`src/rtl/mem_arbiter_pkg.sv`:
```
// Shared definitions for the memory arbiter: access encodings, FSM states
// and the access-size decode helper.
package mem_arbiter_pkg;

  localparam int RegLen    = 32;
  localparam int Funct3Len = 3;

  localparam logic Read    = 1'b0;
  localparam logic Write   = 1'b1;
  localparam logic Enable  = 1'b1;
  localparam logic Disable = 1'b0;

  localparam logic [RegLen-1:0] ZERO_WORD = 32'h0000_0000;

  localparam logic [Funct3Len-1:0] LB  = 3'b000;
  localparam logic [Funct3Len-1:0] LH  = 3'b001;
  localparam logic [Funct3Len-1:0] LW  = 3'b010;
  localparam logic [Funct3Len-1:0] LBU = 3'b100;
  localparam logic [Funct3Len-1:0] LHU = 3'b101;
  localparam logic [Funct3Len-1:0] SB  = 3'b000;
  localparam logic [Funct3Len-1:0] SH  = 3'b001;
  localparam logic [Funct3Len-1:0] SW  = 3'b010;

  typedef enum logic [1:0] {
    IDLE = 2'd0,
    BUSY = 2'd1,
    DONE = 2'd2
  } state_t;

  // Index of the last byte of an access; the unused size code 11 falls back to a word
  function automatic logic [1:0] size_last(input logic [Funct3Len-1:0] f3);
    logic [1:0] last;
    case (f3)
      LB, LBU: last = 2'd0;
      LH, LHU: last = 2'd1;
      default: last = 2'd3;
    endcase
    return last;
  endfunction

endpackage

```
`src/rtl/mem_arbiter_byte_seq.sv`:
```
// mem_byte_seq: byte counter, base+k address generator, store-byte selector
// and little-endian load assembler for one byte-serial RAM access.
module mem_byte_seq
  import mem_arbiter_pkg::*;
#(
  parameter int ADDR_W = 32
) (
  input  logic              clk_in,
  input  logic              rst_in,
  input  logic              i_load,
  input  logic [ADDR_W-1:0] i_base,
  input  logic [1:0]        i_len,
  input  logic [31:0]       i_store,
  input  logic              i_step,
  input  logic              i_capture,
  input  logic [7:0]        i_din,
  output logic [ADDR_W-1:0] o_addr,
  output logic [7:0]        o_dout,
  output logic [2:0]        o_cnt,
  output logic [1:0]        o_len,
  output logic [31:0]       o_data
);

  logic [ADDR_W-1:0] r_base;
  logic [1:0]        r_len;
  logic [31:0]       r_store;
  logic [2:0]        r_cnt;
  logic [31:0]       r_data;
  logic [1:0]        w_off;

  // Offset saturates at the last byte so the trailing capture cycle and idle keep base+N-1
  assign w_off  = (r_cnt > {1'b0, r_len}) ? r_len : r_cnt[1:0];
  assign o_addr = r_base + ADDR_W'(w_off);
  assign o_cnt  = r_cnt;
  assign o_len  = r_len;
  assign o_data = r_data;

  always_comb begin
    o_dout = 8'h00;
    case (w_off)
      2'd0:    o_dout = r_store[7:0];
      2'd1:    o_dout = r_store[15:8];
      2'd2:    o_dout = r_store[23:16];
      2'd3:    o_dout = r_store[31:24];
      default: o_dout = 8'h00;
    endcase
  end

  always_ff @(posedge clk_in) begin
    if (rst_in) begin
      r_base  <= '0;
      r_len   <= 2'd0;
      r_store <= ZERO_WORD;
      r_cnt   <= 3'd0;
      r_data  <= ZERO_WORD;
    end else if (i_load) begin
      r_base  <= i_base;
      r_len   <= i_len;
      r_store <= i_store;
      r_cnt   <= 3'd0;
      r_data  <= ZERO_WORD;
    end else begin
      if (i_step) begin
        r_cnt <= r_cnt + 3'd1;
      end else begin
        r_cnt <= r_cnt;
      end
      // The byte on i_din belongs to the address issued one count earlier
      if (i_capture) begin
        case (r_cnt)
          3'd1:    r_data[7:0]   <= i_din;
          3'd2:    r_data[15:8]  <= i_din;
          3'd3:    r_data[23:16] <= i_din;
          3'd4:    r_data[31:24] <= i_din;
          default: r_data        <= r_data;
        endcase
      end else begin
        r_data <= r_data;
      end
    end
  end

endmodule

```
`src/rtl/mem_arbiter.sv`:
```
// Arbitrates IF fetches and MEM loads/stores onto a byte-wide RAM.
// Optional macro MEM_ARB_RDY_EN adds rdy_in, which freezes the block while low.
module mem_arbiter
  import mem_arbiter_pkg::*;
#(
  parameter int ADDR_W  = 32,
  parameter int RAM_LAT = 1
) (
  input  logic              clk_in,
  input  logic              rst_in,
`ifdef MEM_ARB_RDY_EN
  input  logic              rdy_in,
`endif
  input  logic              if_req_i,
  input  logic [ADDR_W-1:0] if_addr_i,
  output logic              if_ready_o,
  output logic [31:0]       if_inst_o,
  input  logic              wr_enable_i,
  input  logic              wr_i,
  input  logic [2:0]        funct3_i,
  input  logic [ADDR_W-1:0] ls_addr_i,
  input  logic [31:0]       store_data_i,
  output logic              is_mem_output_o,
  output logic              load_store_ready_o,
  output logic [31:0]       load_data_o,
  input  logic [7:0]        mem_din_i,
  output logic [7:0]        mem_dout_o,
  output logic [ADDR_W-1:0] mem_a_o,
  output logic              mem_wr_o
);

  state_t            r_state;
  state_t            w_next;
  logic              r_owner_mem;
  logic              r_wr;
  logic              r_is_mem;
  logic              w_run;
  logic              w_req;
  logic              w_grant;
  logic              w_step;
  logic              w_capture;
  logic              w_last_cycle;
  logic [ADDR_W-1:0] w_base;
  logic [1:0]        w_len_in;
  logic [31:0]       w_store;
  logic [ADDR_W-1:0] w_addr;
  logic [7:0]        w_dout;
  logic [2:0]        w_cnt;
  logic [1:0]        w_len;
  logic [31:0]       w_data;

`ifdef MEM_ARB_RDY_EN
  assign w_run = rdy_in;
`else
  assign w_run = Enable;
`endif

  // MEM wins over IF; the winner's request is latched into the sequencer
  assign w_req     = wr_enable_i | if_req_i;
  assign w_grant   = (r_state == IDLE) & w_run & w_req;
  assign w_base    = wr_enable_i ? ls_addr_i : if_addr_i;
  assign w_len_in  = wr_enable_i ? size_last(funct3_i) : 2'd3;
  assign w_store   = wr_enable_i ? store_data_i : ZERO_WORD;
  assign w_step    = (r_state == BUSY) & w_run;
  assign w_capture = w_step & (r_wr == Read) & (w_cnt >= 3'(RAM_LAT));

  // Reads need RAM_LAT trailing capture cycles after the last address
  assign w_last_cycle = (r_wr == Write) ? (w_cnt == {1'b0, w_len})
                                        : (w_cnt == ({1'b0, w_len} + 3'(RAM_LAT)));

  mem_byte_seq #(
    .ADDR_W (ADDR_W)
  ) u_seq (
    .clk_in    (clk_in),
    .rst_in    (rst_in),
    .i_load    (w_grant),
    .i_base    (w_base),
    .i_len     (w_len_in),
    .i_store   (w_store),
    .i_step    (w_step),
    .i_capture (w_capture),
    .i_din     (mem_din_i),
    .o_addr    (w_addr),
    .o_dout    (w_dout),
    .o_cnt     (w_cnt),
    .o_len     (w_len),
    .o_data    (w_data)
  );

  assign mem_a_o         = w_addr;
  assign is_mem_output_o = r_is_mem;

  always_ff @(posedge clk_in) begin
    if (rst_in) begin
      r_state <= IDLE;
    end else if (w_run) begin
      r_state <= w_next;
    end else begin
      r_state <= r_state;
    end
  end

  always_comb begin
    w_next = r_state;
    case (r_state)
      IDLE: begin
        if (w_req) begin
          w_next = BUSY;
        end else begin
          w_next = IDLE;
        end
      end
      BUSY: begin
        if (w_last_cycle) begin
          w_next = DONE;
        end else begin
          w_next = BUSY;
        end
      end
      DONE:    w_next = IDLE;
      default: w_next = IDLE;
    endcase
  end

  always_ff @(posedge clk_in) begin
    if (rst_in) begin
      r_owner_mem <= Disable;
      r_wr        <= Read;
      r_is_mem    <= Disable;
    end else if (w_grant) begin
      r_owner_mem <= wr_enable_i;
      r_wr        <= wr_enable_i ? wr_i : Read;
      r_is_mem    <= wr_enable_i;
    end else if (w_run && (r_state == DONE)) begin
      r_is_mem    <= Disable;
    end else begin
      r_is_mem    <= r_is_mem;
    end
  end

  always_comb begin
    if_ready_o         = Disable;
    if_inst_o          = ZERO_WORD;
    load_store_ready_o = Disable;
    load_data_o        = ZERO_WORD;
    mem_wr_o           = Disable;
    mem_dout_o         = 8'h00;
    case (r_state)
      BUSY: begin
        if (r_wr == Write) begin
          mem_wr_o   = w_run;
          mem_dout_o = w_dout;
        end else begin
          mem_wr_o   = Disable;
          mem_dout_o = 8'h00;
        end
      end
      DONE: begin
        if (r_owner_mem) begin
          load_store_ready_o = Enable;
          load_data_o        = (r_wr == Write) ? ZERO_WORD : w_data;
        end else begin
          if_ready_o = Enable;
          if_inst_o  = w_data;
        end
      end
      default: begin
        mem_wr_o = Disable;
      end
    endcase
  end

endmodule

```
`config.mk`:
```
export PLATFORM = sky130hd
export DESIGN_NAME = mem_arbiter
export DESIGN_NICKNAME = d
export VERILOG_FILES = /design/src/rtl/mem_arbiter_pkg.sv /design/src/rtl/mem_arbiter_byte_seq.sv /design/src/rtl/mem_arbiter.sv
export SDC_FILE = /design/constraint.sdc
export NUM_CORES = 1
export LEC_CHECK = 0
export ABC_AREA = 0
export ABC_CLOCK_PERIOD_IN_PS = 4220
export CAP_MARGIN = 30
export CORE_MARGIN = 1.5
export CORE_UTILIZATION = 44
export DETAILED_ROUTE_END_ITERATION = 8
export PLACE_DENSITY = 0.78
export SYNTH_ARGS = -nofsm -noshare
export SYNTH_HDL_FRONTEND = slang
export SYNTH_SLANG_ARGS = --single-unit
```
`constraint.sdc`:
```
create_clock -name clk_in -period 4.22 [get_ports clk_in]
set_input_delay 0.422 -clock clk_in [delete_from_list [all_inputs] [get_ports clk_in]]
set_output_delay 0.422 -clock clk_in [all_outputs]
set_load 0.005 [all_outputs]
```
==> results.yml <==
placement:
  pre_cts_ws_ns: 0.164
  place.gp.congestion: 0.859
  dp_hpwl_um: 11600
  portBuffers: 218
  dp.cells: 933
clock_tree:
  clkTransAtPathRegs_ns: 0.08
  htree_levels: 3
  cts_sinks: 106
  cts_root_buf: "clkbuf_16"
  clockBufferDepth: 2
  cts_made_buffers: 9
  holdBufCountCts: 0
  insertion_delay_ns: 0.34
  cts_tree: "built"
critical_path:
  cp_data_arrival_time_ns: 3.68
  end_kind: "output pin"
  cp_num_cells: 14
  r2r_cells: 7
  slowest_stage: "clkdlybuf4s50_1"
  path_max_fanout: 5
  cp-start-kind: "flop"
  path_class: "flop to output pin"
  slowest_delay_ns: 0.53
  worstPathCellList: "inv_1, ha_4, a32o_2, buf_4, mux2i_4, inv_1, ha_1, fa_2, nand3_2, nor3_4, buf_4, nand4_1, xnor2_1, clkdlybuf4s50_1"
  path_buf_inv: 5
  critical-path-top-delay-family: "buffers and inverters"
  crit_required_ns: 3.80
logic_synthesis:
  async_reset_ff_frac: 0
  synth_fp_nets: 717
  postSynthAreaPerCell_um2: 9.04
  synth_commonest_cells: "dfxtp_1 (106), and2_1 (66), nand2_1 (57), mux2i_1 (56), o21ai_0 (48)"
  synth.area.top_cells: "dfxtp_1 (39%), mux2i_1 (10%), and2_1 (7.7%)"
  yosysWarnings: 0
  synth_top_area_cell: "dfxtp_1"
  synth.distinct_cells: 47
  synth_edf_count: 0
  netlist_area_mm2: 0.00537
  synth.most_common_cell: "dfxtp_1"
  synth_flop_cell: "dfxtp_1"
  yosysSeqAreaShare: 0.395
  netlist.area_leader.share: 0.395
  ys_seq_elements: 106
  syn-instance-count: 594
route:
  route.vias.total: 4926
  post_drt_wl_per_cell_um: 15.6
  drt_wl_total_um: 14900
  final_antenna_net_count: 0
  dr.pass1.iters: 5
  drtIter0Drc: 223
  viasPerCell: 5.15
  drc: 0
die:
  die_w_um: 114
  die_height_um: 114
  rows: 40
  dieArea_mm2: 0.0129
  design.portCount: 220
  core_region_area_mm2: 0.0120
  start_util: 0.449
sta:
  setup_slack_ns: 0.118
  max_clock_freq_mhz: 244
  fin_crit_sh: 0.972
  fin_skew_ns: 0.00631
  finalCriticalPeriod_ns: 4.10
  hold_viol: 0
  setup_viol: 0
  whs_ns: 0.465
  max-slew-margin-rel: 0.491
  grt_setup_unrepaired: "no"
  timing.final.max_slew_violations: 0
  tns_ns: 0
  worstMarginPinSlew_ns: 0.761
final_layout:
  final_cell_count_no_fill: 956
  fillers: 995
  antennaDiodeCount: 0
  fin_nets: 927
  drive_gt1_frac: 0.0791
  area_growth_pct: 50.6
power:
  power.density_mw_per_mm2: 370
  leakage_nw: 3.12
  total_power_mw: 2.99
  ir_worst_vdd_mv: 0.303
flow_run:
  maxCapViolCount: 0
status:
  status: "finished, final reports clean"
min_path:
  hold_path_depth: 2
  hold_class: "flop to flop"
grt:
  grt_pass1_wl_um: 23900
  grt_usage: 0.231
  grt_max_degree: 49
  grt_overflow_total: 0
  grt_pass1_vias: 4800
  antenna_found_initial: 1
## power breakdown
group	internal (mW)	total (mW)	leakage [nW]	switching (mW)
clock	0.418	0.812	0.140	0.395
combinational	0.476	0.929	2.12	0.453
sequential	1.12	1.25	0.865	0.129
## placed cells by master, fill, tap and decap left out, types with 5 or more instances in the layout
master and n:
inv_1 10, xor2_1 7, mux2i_1 56, xnor2_1 22, nor2_1 37, dfxtp_1 105, ha_1 8, nand3_1 18
buf_4 17, nand2b_1 5, clkdlybuf4s50_1 213, nor3_1 5, a21oi_1 18, a22oi_1 8, and2_1 66, clkbuf_16 9
nand2_1 57, nand4_1 8, o21ai_0 48, a22o_1 33
## worst register-to-register path: stages (launching register included)
cell and delay, ns:
dfxtp_1 0.38, buf_4 0.21, inv_1 0.08, ha_1 0.31, or4_1 0.42, and3_1 0.36, mux2i_1 0.24, nor2_1 0.05
## path summary, 6_finish.rpt
kind,start,endpoint,slack (ns)
max,u_seq.o_cnt[0],mem_a_o[16],0.12
min,u_seq.o_data[3],u_seq.o_data[3],0.46
max reg2reg,u_seq.o_cnt[1],u_seq.o_data[16],2.03
min reg2reg,u_seq.o_data[3],u_seq.o_data[3],0.46
## stage by stage
step / util / instance area (um^2)
floorplan: - / 5370
global placement: 0.639 / 7650
CTS: 0.666 / 7970
global route: 0.676 / 8090
finish: 0.676 / 8090
detailed placement: 0.640 / 7660
## what timing repair did
item,CTS,global route
pin swaps,2,7
endpoints found under the setup margin,13,20
setup buffers,1,6
gates resized for setup,3,13
hold endpoints to repair,0,0
## per-layer routing
| metal | wire length (um) | share of wire | vias up | GRT usage |
|---|---|---|---|---|
| li1 | - | - | 2489 | - |
| met1 | 6170 | 0.41 | 2240 | 0.275 |
| met2 | 7610 | 0.51 | 172 | 0.419 |
| met3 | 895 | 0.060 | 23 | 0.0468 |
| met4 | 259 | 0.017 | 2 | 0.0675 |
| met5 | 9 | 0.00060 | - | 0 |
## final cells by class
type	instances	area (um^2)	area share
sequential	106	2120	0.262
inverter	11	41.3	0.00510
timing repair buffer	236	2330	0.288
clock buffer	9	225	0.0278
tap	147	184	0.0227
clock inverter	7	68.8	0.00851
multi-input combinational	440	3120	0.386
## logic make-up after synthesis
group / after synthesis / share of synthesized area
and+or+nand+nor: 219 / 0.221
AOI/OAI and AO/OA: 118 / 0.142
DFF: 106 / 0.395
muxes: 61 / 0.124
buffers and inverters: 48 / 0.0403
xor gates and xnor gates: 31 / 0.0505
adders and majority gates: 11 / 0.0270
## flip-flops by register name, indices dropped and copies added (netlist names)
name,count
u_seq.o_len,2
u_seq.r_base,32
u_seq.r_store,32
r_state,2
r_owner_mem,1
u_seq.o_cnt,3
r_wr,1
is_mem_output_o,1
u_seq.o_data,32
(Power assumes the default switching activity.)
